File: src/rtl/game_pkg.sv
// Shared player-input definitions: button bit positions, vector width and
// the default choice of which buttons are delivered as one-cycle pulses.
// The game core decodes its player input port with these same constants.
package game_pkg;

  localparam int NUM_BTNS = 7;

  localparam int BTN_CENTER = 0;
  localparam int BTN_LEFT   = 1;
  localparam int BTN_RIGHT  = 2;
  localparam int BTN_UP     = 3;
  localparam int BTN_DOWN   = 4;
  localparam int BTN_ATTACK = 5;
  localparam int BTN_SHIELD = 6;

  typedef logic [NUM_BTNS-1:0] btn_vec_t;

  // Jump (up) and attack are actions, not held states.
  localparam btn_vec_t DEFAULT_PULSE_MASK = 7'b0101000;

endpackage

File: src/rtl/button_debouncer.sv
// Single-button conditioner: 2-FF synchroniser, stable-state debounce
// counter, and rising/falling edge flags of the debounced level.
module button_debouncer #(
  parameter int DEBOUNCE_CYCLES = 1_000_000,
  parameter int CNT_W           = 20
) (
  input  logic clk,
  input  logic reset,
  input  logic i_raw,
  output logic o_stable,
  output logic o_rise,
  output logic o_fall
);

  localparam logic [CNT_W-1:0] CNT_LAST = CNT_W'(DEBOUNCE_CYCLES - 1);

  logic             r_sync_p0;
  logic             r_sync_p1;
  logic             r_stable_p2;
  logic             r_stable_q;
  logic [CNT_W-1:0] r_cnt;

  // Stage p0/p1: bring the asynchronous pin into the clk domain.
  always_ff @(posedge clk) begin
    if (reset) begin
      r_sync_p0 <= 1'b0;
      r_sync_p1 <= 1'b0;
    end else begin
      r_sync_p0 <= i_raw;
      r_sync_p1 <= r_sync_p0;
    end
  end

  // Stage p2: accept a new level only after it has persisted for the full
  // debounce window; any return to the old level restarts the wait.
  always_ff @(posedge clk) begin
    if (reset) begin
      r_stable_p2 <= 1'b0;
      r_cnt       <= '0;
    end else if (r_sync_p1 == r_stable_p2) begin
      r_cnt <= '0;
    end else if (r_cnt == CNT_LAST) begin
      r_stable_p2 <= ~r_stable_p2;
      r_cnt       <= '0;
    end else begin
      r_cnt <= r_cnt + CNT_W'(1);
    end
  end

  // Previous debounced level, for edge detection.
  always_ff @(posedge clk) begin
    if (reset) r_stable_q <= 1'b0;
    else       r_stable_q <= r_stable_p2;
  end

  assign o_stable = r_stable_p2;
  assign o_rise   = r_stable_p2 & ~r_stable_q;
  assign o_fall   = ~r_stable_p2 & r_stable_q;

endmodule

File: src/rtl/input_encoder.sv
// Player input encoder: debounces the seven board buttons, turns selected
// buttons into one-cycle pulses, removes contradictory combinations and
// registers the result for the game core.
// Optional build macro INPUT_ENCODER_AUTOREPEAT_EN: pulse buttons re-fire
// every REPEAT_CYCLES while held (btn_pressed never repeats).
module input_encoder
  import game_pkg::*;
#(
  parameter int       DEBOUNCE_CYCLES = 1_000_000,
  parameter int       CNT_W           = 20,
  parameter btn_vec_t PULSE_MASK      = DEFAULT_PULSE_MASK,
  parameter int       REPEAT_CYCLES   = 25_000_000
) (
  input  logic                clk,
  input  logic                reset,
  input  logic [NUM_BTNS-1:0] btn_raw,
  output logic [NUM_BTNS-1:0] inputs_out,
  output logic [NUM_BTNS-1:0] btn_pressed,
  output logic [NUM_BTNS-1:0] btn_released
);

  if (DEBOUNCE_CYCLES < 2 || DEBOUNCE_CYCLES > (2**CNT_W) - 1 ||
      REPEAT_CYCLES < 2) begin : g_bad_params
    $error("input_encoder: parameter out of legal range");
  end

  // Opposing directions cancel; shield overrides attack; center is untouched.
  // Detection uses the held levels so a pulse bit is blocked while its
  // opposite is held.
  function automatic btn_vec_t resolve_conflicts(input btn_vec_t enc,
                                                 input btn_vec_t lvl);
    btn_vec_t v;
    v = enc;
    if (lvl[BTN_LEFT] && lvl[BTN_RIGHT]) begin
      v[BTN_LEFT]  = 1'b0;
      v[BTN_RIGHT] = 1'b0;
    end
    if (lvl[BTN_UP] && lvl[BTN_DOWN]) begin
      v[BTN_UP]   = 1'b0;
      v[BTN_DOWN] = 1'b0;
    end
    if (lvl[BTN_SHIELD]) v[BTN_ATTACK] = 1'b0;
    return v;
  endfunction

  btn_vec_t w_stable;
  btn_vec_t w_rise;
  btn_vec_t w_fall;
  btn_vec_t w_enc;
  btn_vec_t r_inputs_out;
  btn_vec_t r_btn_pressed;
  btn_vec_t r_btn_released;

  for (genvar g = 0; g < NUM_BTNS; g++) begin : g_btn
    button_debouncer #(
      .DEBOUNCE_CYCLES (DEBOUNCE_CYCLES),
      .CNT_W           (CNT_W)
    ) u_debouncer (
      .clk      (clk),
      .reset    (reset),
      .i_raw    (btn_raw[g]),
      .o_stable (w_stable[g]),
      .o_rise   (w_rise[g]),
      .o_fall   (w_fall[g])
    );
  end

`ifdef INPUT_ENCODER_AUTOREPEAT_EN
  localparam int REP_W = $clog2(REPEAT_CYCLES + 1);

  btn_vec_t w_repeat;

  for (genvar g = 0; g < NUM_BTNS; g++) begin : g_rep
    if (PULSE_MASK[g]) begin : g_on
      logic [REP_W-1:0] r_rep_cnt;

      assign w_repeat[g] = w_stable[g] && (r_rep_cnt == REP_W'(REPEAT_CYCLES));

      // Counts held cycles since the last pulse; restarts on every pulse and
      // clears as soon as the button is released.
      always_ff @(posedge clk) begin
        if (reset || !w_stable[g])        r_rep_cnt <= '0;
        else if (w_rise[g] || w_repeat[g]) r_rep_cnt <= REP_W'(1);
        else                               r_rep_cnt <= r_rep_cnt + REP_W'(1);
      end
    end else begin : g_off
      assign w_repeat[g] = 1'b0;
    end
  end

  assign w_enc = (w_stable & ~PULSE_MASK) | ((w_rise | w_repeat) & PULSE_MASK);
`else
  assign w_enc = (w_stable & ~PULSE_MASK) | (w_rise & PULSE_MASK);
`endif

  // Output stage: every output is a flop so the game core sees clean timing.
  always_ff @(posedge clk) begin
    if (reset) begin
      r_inputs_out   <= '0;
      r_btn_pressed  <= '0;
      r_btn_released <= '0;
    end else begin
      r_inputs_out   <= resolve_conflicts(w_enc, w_stable);
      r_btn_pressed  <= w_rise;
      r_btn_released <= w_fall;
    end
  end

  assign inputs_out   = r_inputs_out;
  assign btn_pressed  = r_btn_pressed;
  assign btn_released = r_btn_released;

endmodule

File: config.mk
export PLATFORM = sky130hd
export DESIGN_NAME = input_encoder
export DESIGN_NICKNAME = d
export VERILOG_FILES = /design/src/rtl/game_pkg.sv /design/src/rtl/button_debouncer.sv /design/src/rtl/input_encoder.sv
export SDC_FILE = /design/constraint.sdc
export NUM_CORES = 1
export LEC_CHECK = 0
export ABC_CLOCK_PERIOD_IN_PS = 1900
export CAP_MARGIN = 25
export CORE_MARGIN = 2
export CORE_UTILIZATION = 45
export CTS_CLUSTER_DIAMETER = 50
export DETAILED_ROUTE_END_ITERATION = 8
export PLACE_DENSITY = 0.69
export SLEW_MARGIN = 10
export SYNTH_ARGS = -nofsm -noshare
export SYNTH_HDL_FRONTEND = slang
export SYNTH_SLANG_ARGS = --single-unit
File: constraint.sdc
create_clock -name clk -period 1.9 [get_ports clk]
set_input_delay 0.38 -clock clk [delete_from_list [all_inputs] [get_ports clk]]
set_output_delay 0.38 -clock clk [all_outputs]
set_load 0.02 [all_outputs]
* Word level (Yosys, flattened, before mapping)
Cells that the tools add are included.
** Word-level totals
- Register bits after elaboration :: 189
- Latch bits :: 0
- RAM bits :: 0
- Bits in read-only memories :: 0
- Input bits :: 9
- Output and inout bits :: 21
- Memories :: 0
** Cells by class
- Add/sub/neg operators :: 7
- Multipliers :: 0
- Div/mod/pow operators :: 0
- $lt $le $gt $ge :: 0
- Equal/unequal tests :: 14
- Shifts and indexed selects :: 0
- Muxes and demuxes :: 0
- Bitwise operators :: 36
- Reductions and logical operators :: 19
** Operators with widths (number)
- adder 20 x 1 -> 20 bit (second input constant) :: 7
- == test 20 bit (second input constant) :: 7
- inverter 1 bit :: 21
- OR reduction 3 bit :: 7
- bitwise AND 1 bit :: 14
- AND reduction 2 bit :: 7
- == test 1 bit :: 7
- OR 7 x 6 -> 7 bit :: 1
- OR reduction 2 bit :: 3
- logical AND 1 bit :: 2

* Depth between registers and ports, before layout
- Depth after elaboration :: 3
- Mapped depth :: 7
- Mapped depth without buffers :: 5

* Cells and area by module
A second synthesis with hierarchy kept.
** Unflattened totals
- Cell total of the unflattened synthesis :: 890
- Area total of the unflattened synthesis :: 8449.4 µm²
** Modules (own cells, without submodules)
- button_debouncer :: times used 7, cells an instance 121, area an instance 1122.3 µm², seq. area each 480.5 µm²
- input_encoder :: times used 1, cells an instance 43, area an instance 593.1 µm², seq. area each 420.4 µm²

* Least setup slack after synthesis
Ideal clock, no wire load.
- Kind :: reg2reg
- From :: register g_btn[1].u_debouncer.r_cnt[12]
- To :: register g_btn[1].u_debouncer.r_cnt[11]
- Arrival time :: 1.825 ns
- Data required time :: 1.785 ns
- Path slack :: -0.040 ns
- Cell stages (with the launch flop) :: 6
- Period minus slack after synthesis :: 1.940 ns
- Cells stage by stage :: dfxtp_1 or4b_1 or4_4 o21ai_4 buf_6 nor2_1
** On the way
- Word-level cells in the longest chain between the ends :: 2
** RTL lines
- start, declared :: line button_debouncer.sv:21 : logic [CNT_W-1:0] r_cnt;
- start signal, assigned :: line button_debouncer.sv:46 : r_cnt <= r_cnt + CNT_W'(1);
- == test 20 bit :: line button_debouncer.sv:42 : end else if (r_cnt == CNT_LAST) begin
- OR reduction 3 bit (no source line)
No other way between the ends.
A chain may end at the register's enable or synchronous reset.

* Worst setup path after layout
- From :: register g_btn[3].u_debouncer.r_cnt[8]
- To :: register g_btn[3].u_debouncer.r_cnt[11]
** On the way
- Word-level cells in the longest chain between the ends :: 2
** RTL lines (line)
- start, declared :: button_debouncer.sv:21
- start signal, assigned :: button_debouncer.sv:46
- branches (longest 2 deep; another with adder 20 x 1 -> 20 bit)
Several ways; the timed one is not identified.

==> results.tsv <==
stage	metric	value	unit
status	status	complete, but fails checks	
status	violations	setup timing	
min_path	worstHoldPathType	flip-flop to flip-flop	
clock_tree	cts.sinks	187	
detailed_routing	drt_wl_total	15.6	mm
logic_synthesis	synthDistinctLibCells	45	
logic_synthesis	synth_edf_count	0	
timing	fin_crit	1.96	ns
power_and_ir_drop	vdd_drop_max	0.637	mV
die	num_rows	48	
logic_synthesis	syn-cell-area	0.00777	mm^2
layout	fin_util	57.6	%
logic_synthesis	synthTopCellsByArea	dfxtp_1 (48%), xnor2_1 (6.2%), nor2_1 (5.6%), xor2_1 (3.8%), a21oi_1 (3.2%)	
place	dp_hpwl	10.6	mm
global_routing	grt_max_degree	26	
timing	tightest_slew	0.522	ns
clock_tree	htreeDepth	4	
worst_setup_path	reg2reg_slack	-0.06	ns
layout	antenna_cells	0	
detailed_routing	first_iter_violations	218	
layout	n_fill_cell	1489	
worst_setup_path	crit_required	2.23	ns
die	coreArea	0.0171	mm^2
logic_synthesis	ys_ff_latch	187	
place	gp_congestion	0.823	
die	io_pins	30	
logic_synthesis	synthSimpleGateAreaFrac	28.9	%
logic_synthesis	synth.avg_cell_area	8.99	um^2
worst_setup_path	cp.arrival	2.29	ns
worst_setup_path	cp_top_family	simple AND/OR/NAND/NOR gates	
logic_synthesis	synthArstFlopShare	0	%
timing	fin_ws	-0.0618	ns
timing	period_share	103	%
clock_tree	clk_pin_slew	0.07	ns
power_and_ir_drop	power.density	800	mW/mm^2
logic_synthesis	synth_fp_nets	880	
timing	maxSlewHeadroom	65.2	%
timing	final.setup_skew	0.00883	ns
logic_synthesis	ys_seq_area_share	48.2	%
timing	fmax	510	MHz
timing	setup-tns-final	-1.97	ns
logic_synthesis	synth_largest_area_cell	dfxtp_1	
clock_tree	cts_max_path_buffers	2	
die	die_h	135	um
timing	rsz0062_at_grt	yes	
clock_tree	clockRootBuffer	clkbuf_16	
layout	drive_gt1_share	20.5	%
global_routing	overflow	0	
logic_synthesis	yosysTopAreaCellShare	48.2	%
layout	syn_to_final_growth	26.6	%
global_routing	grt_pass1_wl	26.4	mm
detailed_routing	viasPerCell	5.20	
global_routing	grtUsageTotal	17.6	%
power_and_ir_drop	p_leak	3.19	nW
clock_tree	cts_buffers	17	
detailed_routing	first_pass_iters	4	
timing	finalMaxSlewViolations	0	
logic_synthesis	synth_top_family_by_area	simple AND/OR/NAND/NOR gates	
detailed_routing	vias	6364	
detailed_routing	drc	0	
worst_setup_path	start_kind	flip-flop	
die	dieArea	0.0183	mm^2
layout	final_common_cell	dfxtp_1	
logic_synthesis	synthFlopType	dfxtp_1	
job	maxCapViolCount	0	
clock_tree	cts_tree	yes	
logic_synthesis	synth-compound-area-share	8.04	%
logic_synthesis	yosys_warnings	0	
logic_synthesis	synth_xor_area_share	10.0	%
logic_synthesis	synth.mux.area_fraction	0	%
worst_setup_path	cp-end-kind	flip-flop	
layout	layout_common_cells	dfxtp_1 (178), nor2_1 (98), buf_4 (92)	
clock_tree	ctsHoldBuffers	0	
global_routing	antenna_found_initial	0	
global_routing	grt_pass1_vias	5878	
detailed_routing	post_drt_wl_per_cell	12.7	um
detailed_routing	antenna_left	0	
worst_setup_path	worstSetupPathType	flip-flop to flip-flop	
logic_synthesis	synth_adder_area_share	1.13	%
worst_setup_path	max_stage_delay	0.59	ns
die	fp.dieW	135	um
clock_tree	clk_latency	0.44	ns
timing	setup_viol	62	
worst_setup_path	crit_slowest_cell	or4_4	
timing	hold_viol	0	
layout	nets	1003	
die	start_util	45.5	%
worst_setup_path	crit_fanout	8	
place	port_buffers	29	
logic_synthesis	synthCells	864	
worst_setup_path	crit_chain	or4b_1 -> or4_4 -> o21ai_4 -> buf_6 -> nor2_1	
worst_setup_path	cp_num_buf_inv	1	
[stage by stage]
| stage | cells | power [mW] | area, um^2 | hold WS, ns | setup slack, ns |
|---|---|---|---|---|---|
| 2_1_floorplan | 864 | 4.10 | 7780 | 0.384 | -0.0395 |
| 3_3_place_gp | 1189 | 4.14 | 8940 | 0.396 | -0.0819 |
| 3_5_place_dp | 1189 | 4.14 | 8940 | 0.400 | -0.149 |
| 4_1_cts | 1223 | 7.92 | 9650 | 0.407 | -0.0390 |
| 5_1_grt | 1225 | 8.11 | 9830 | 0.416 | -0.103 |
| 6_report | 1225 | 7.86 | 9830 | 0.405 | -0.0618 |
[flip-flops by register name (all words and copies together) (netlist names)]
signal / flops
btn_pressed: 7
g_btn.u_debouncer.r_stable_q: 5
g_btn.u_debouncer.r_sync_p0: 7
inputs_out: 7
g_btn.u_debouncer.r_sync_p1: 7
g_btn.u_debouncer.r_cnt: 140
g_btn.u_debouncer.o_stable: 7
btn_released: 7
[where the power goes]
part           internal, mW  leakage [nW]  total (mW)  switching [mW]
combinational        0.0554          1.37       0.121          0.0651
sequential             3.94          1.51        3.95         0.00938
clock                  2.25         0.297        3.80            1.55
[metal layers]
metal,GRT usage (%),share of wire (%)
met5,0,0
met4,6.89,1.6
met3,3.93,2.7
met2,29.0,47
met1,22.5,48
[what timing repair did]
| action | 4_1_cts | 5_1_grt |
|---|---|---|
| buffers inserted | 0 | 2 |
| gates cloned | 2 | 0 |
| resized for setup | 15 | 52 |
| pin swaps | 4 | 24 |
| endpoints found under the setup margin | 56 | 86 |
[synth_stat cells (all sizes together) (2+ instances only)]
master,count
dfxtp,187
nor2,115
xnor2,55
a21oi,49
nand3,43
nand2,42
o21ai,38
inv,37
nand4,36
or3,35
xor2,34
or4,26
nor2b,24
nor3,17
clkbuf,16
o31ai,15
nor4,14
buf,11
and4,10
nor3b,10
ha,7
or4b,7
and2,6
and3,6
nor4b,5
nand2b,3
or2,3
nand4b,2
o21a,2
o21ba,2
or3b,2
[worst paths after layout]
path,cells past startpoint,end,start
setup / recovery,5,g_btn[3].u_debouncer.r_cnt[11]$_SDFF_PP0_,g_btn[3].u_debouncer.r_cnt[8]$_SDFF_PP0_
hold / removal,1,btn_pressed[1]$_SDFF_PP0_,g_btn[1].u_debouncer.r_stable_q$_SDFF_PP0_
setup reg to reg,5,g_btn[3].u_debouncer.r_cnt[11]$_SDFF_PP0_,g_btn[3].u_debouncer.r_cnt[8]$_SDFF_PP0_
hold reg to reg,1,btn_pressed[1]$_SDFF_PP0_,g_btn[1].u_debouncer.r_stable_q$_SDFF_PP0_
[area by class of cell]
| type | instances | area (um^2) | area share, % |
|---|---|---|---|
| inverter | 37 | 139 | 1.41 |
| timing repair buffer | 131 | 1100 | 11.2 |
| clock inverter | 13 | 193 | 1.96 |
| clock buffer | 19 | 443 | 4.50 |
| sequential | 187 | 3750 | 38.2 |
| tap | 225 | 282 | 2.86 |
| multi-input combinational | 613 | 3920 | 39.9 |
[worst reg2reg max path, cell delays in order, from the launching register on]
cell     delay, ns
dfxtp_2       0.32
or4b_1        0.52
or4_4         0.59
o21ai_4       0.20
buf_6         0.18
nor2_1        0.06
[logic make-up after synthesis]
kind of cell    count (synthesis)
flops                         187
fa+ha+maj                       7
simple gates                  409
compound gates                108
xor+xnor                       89
buf+inv                        64
Power figures use the tool's default switching activity.
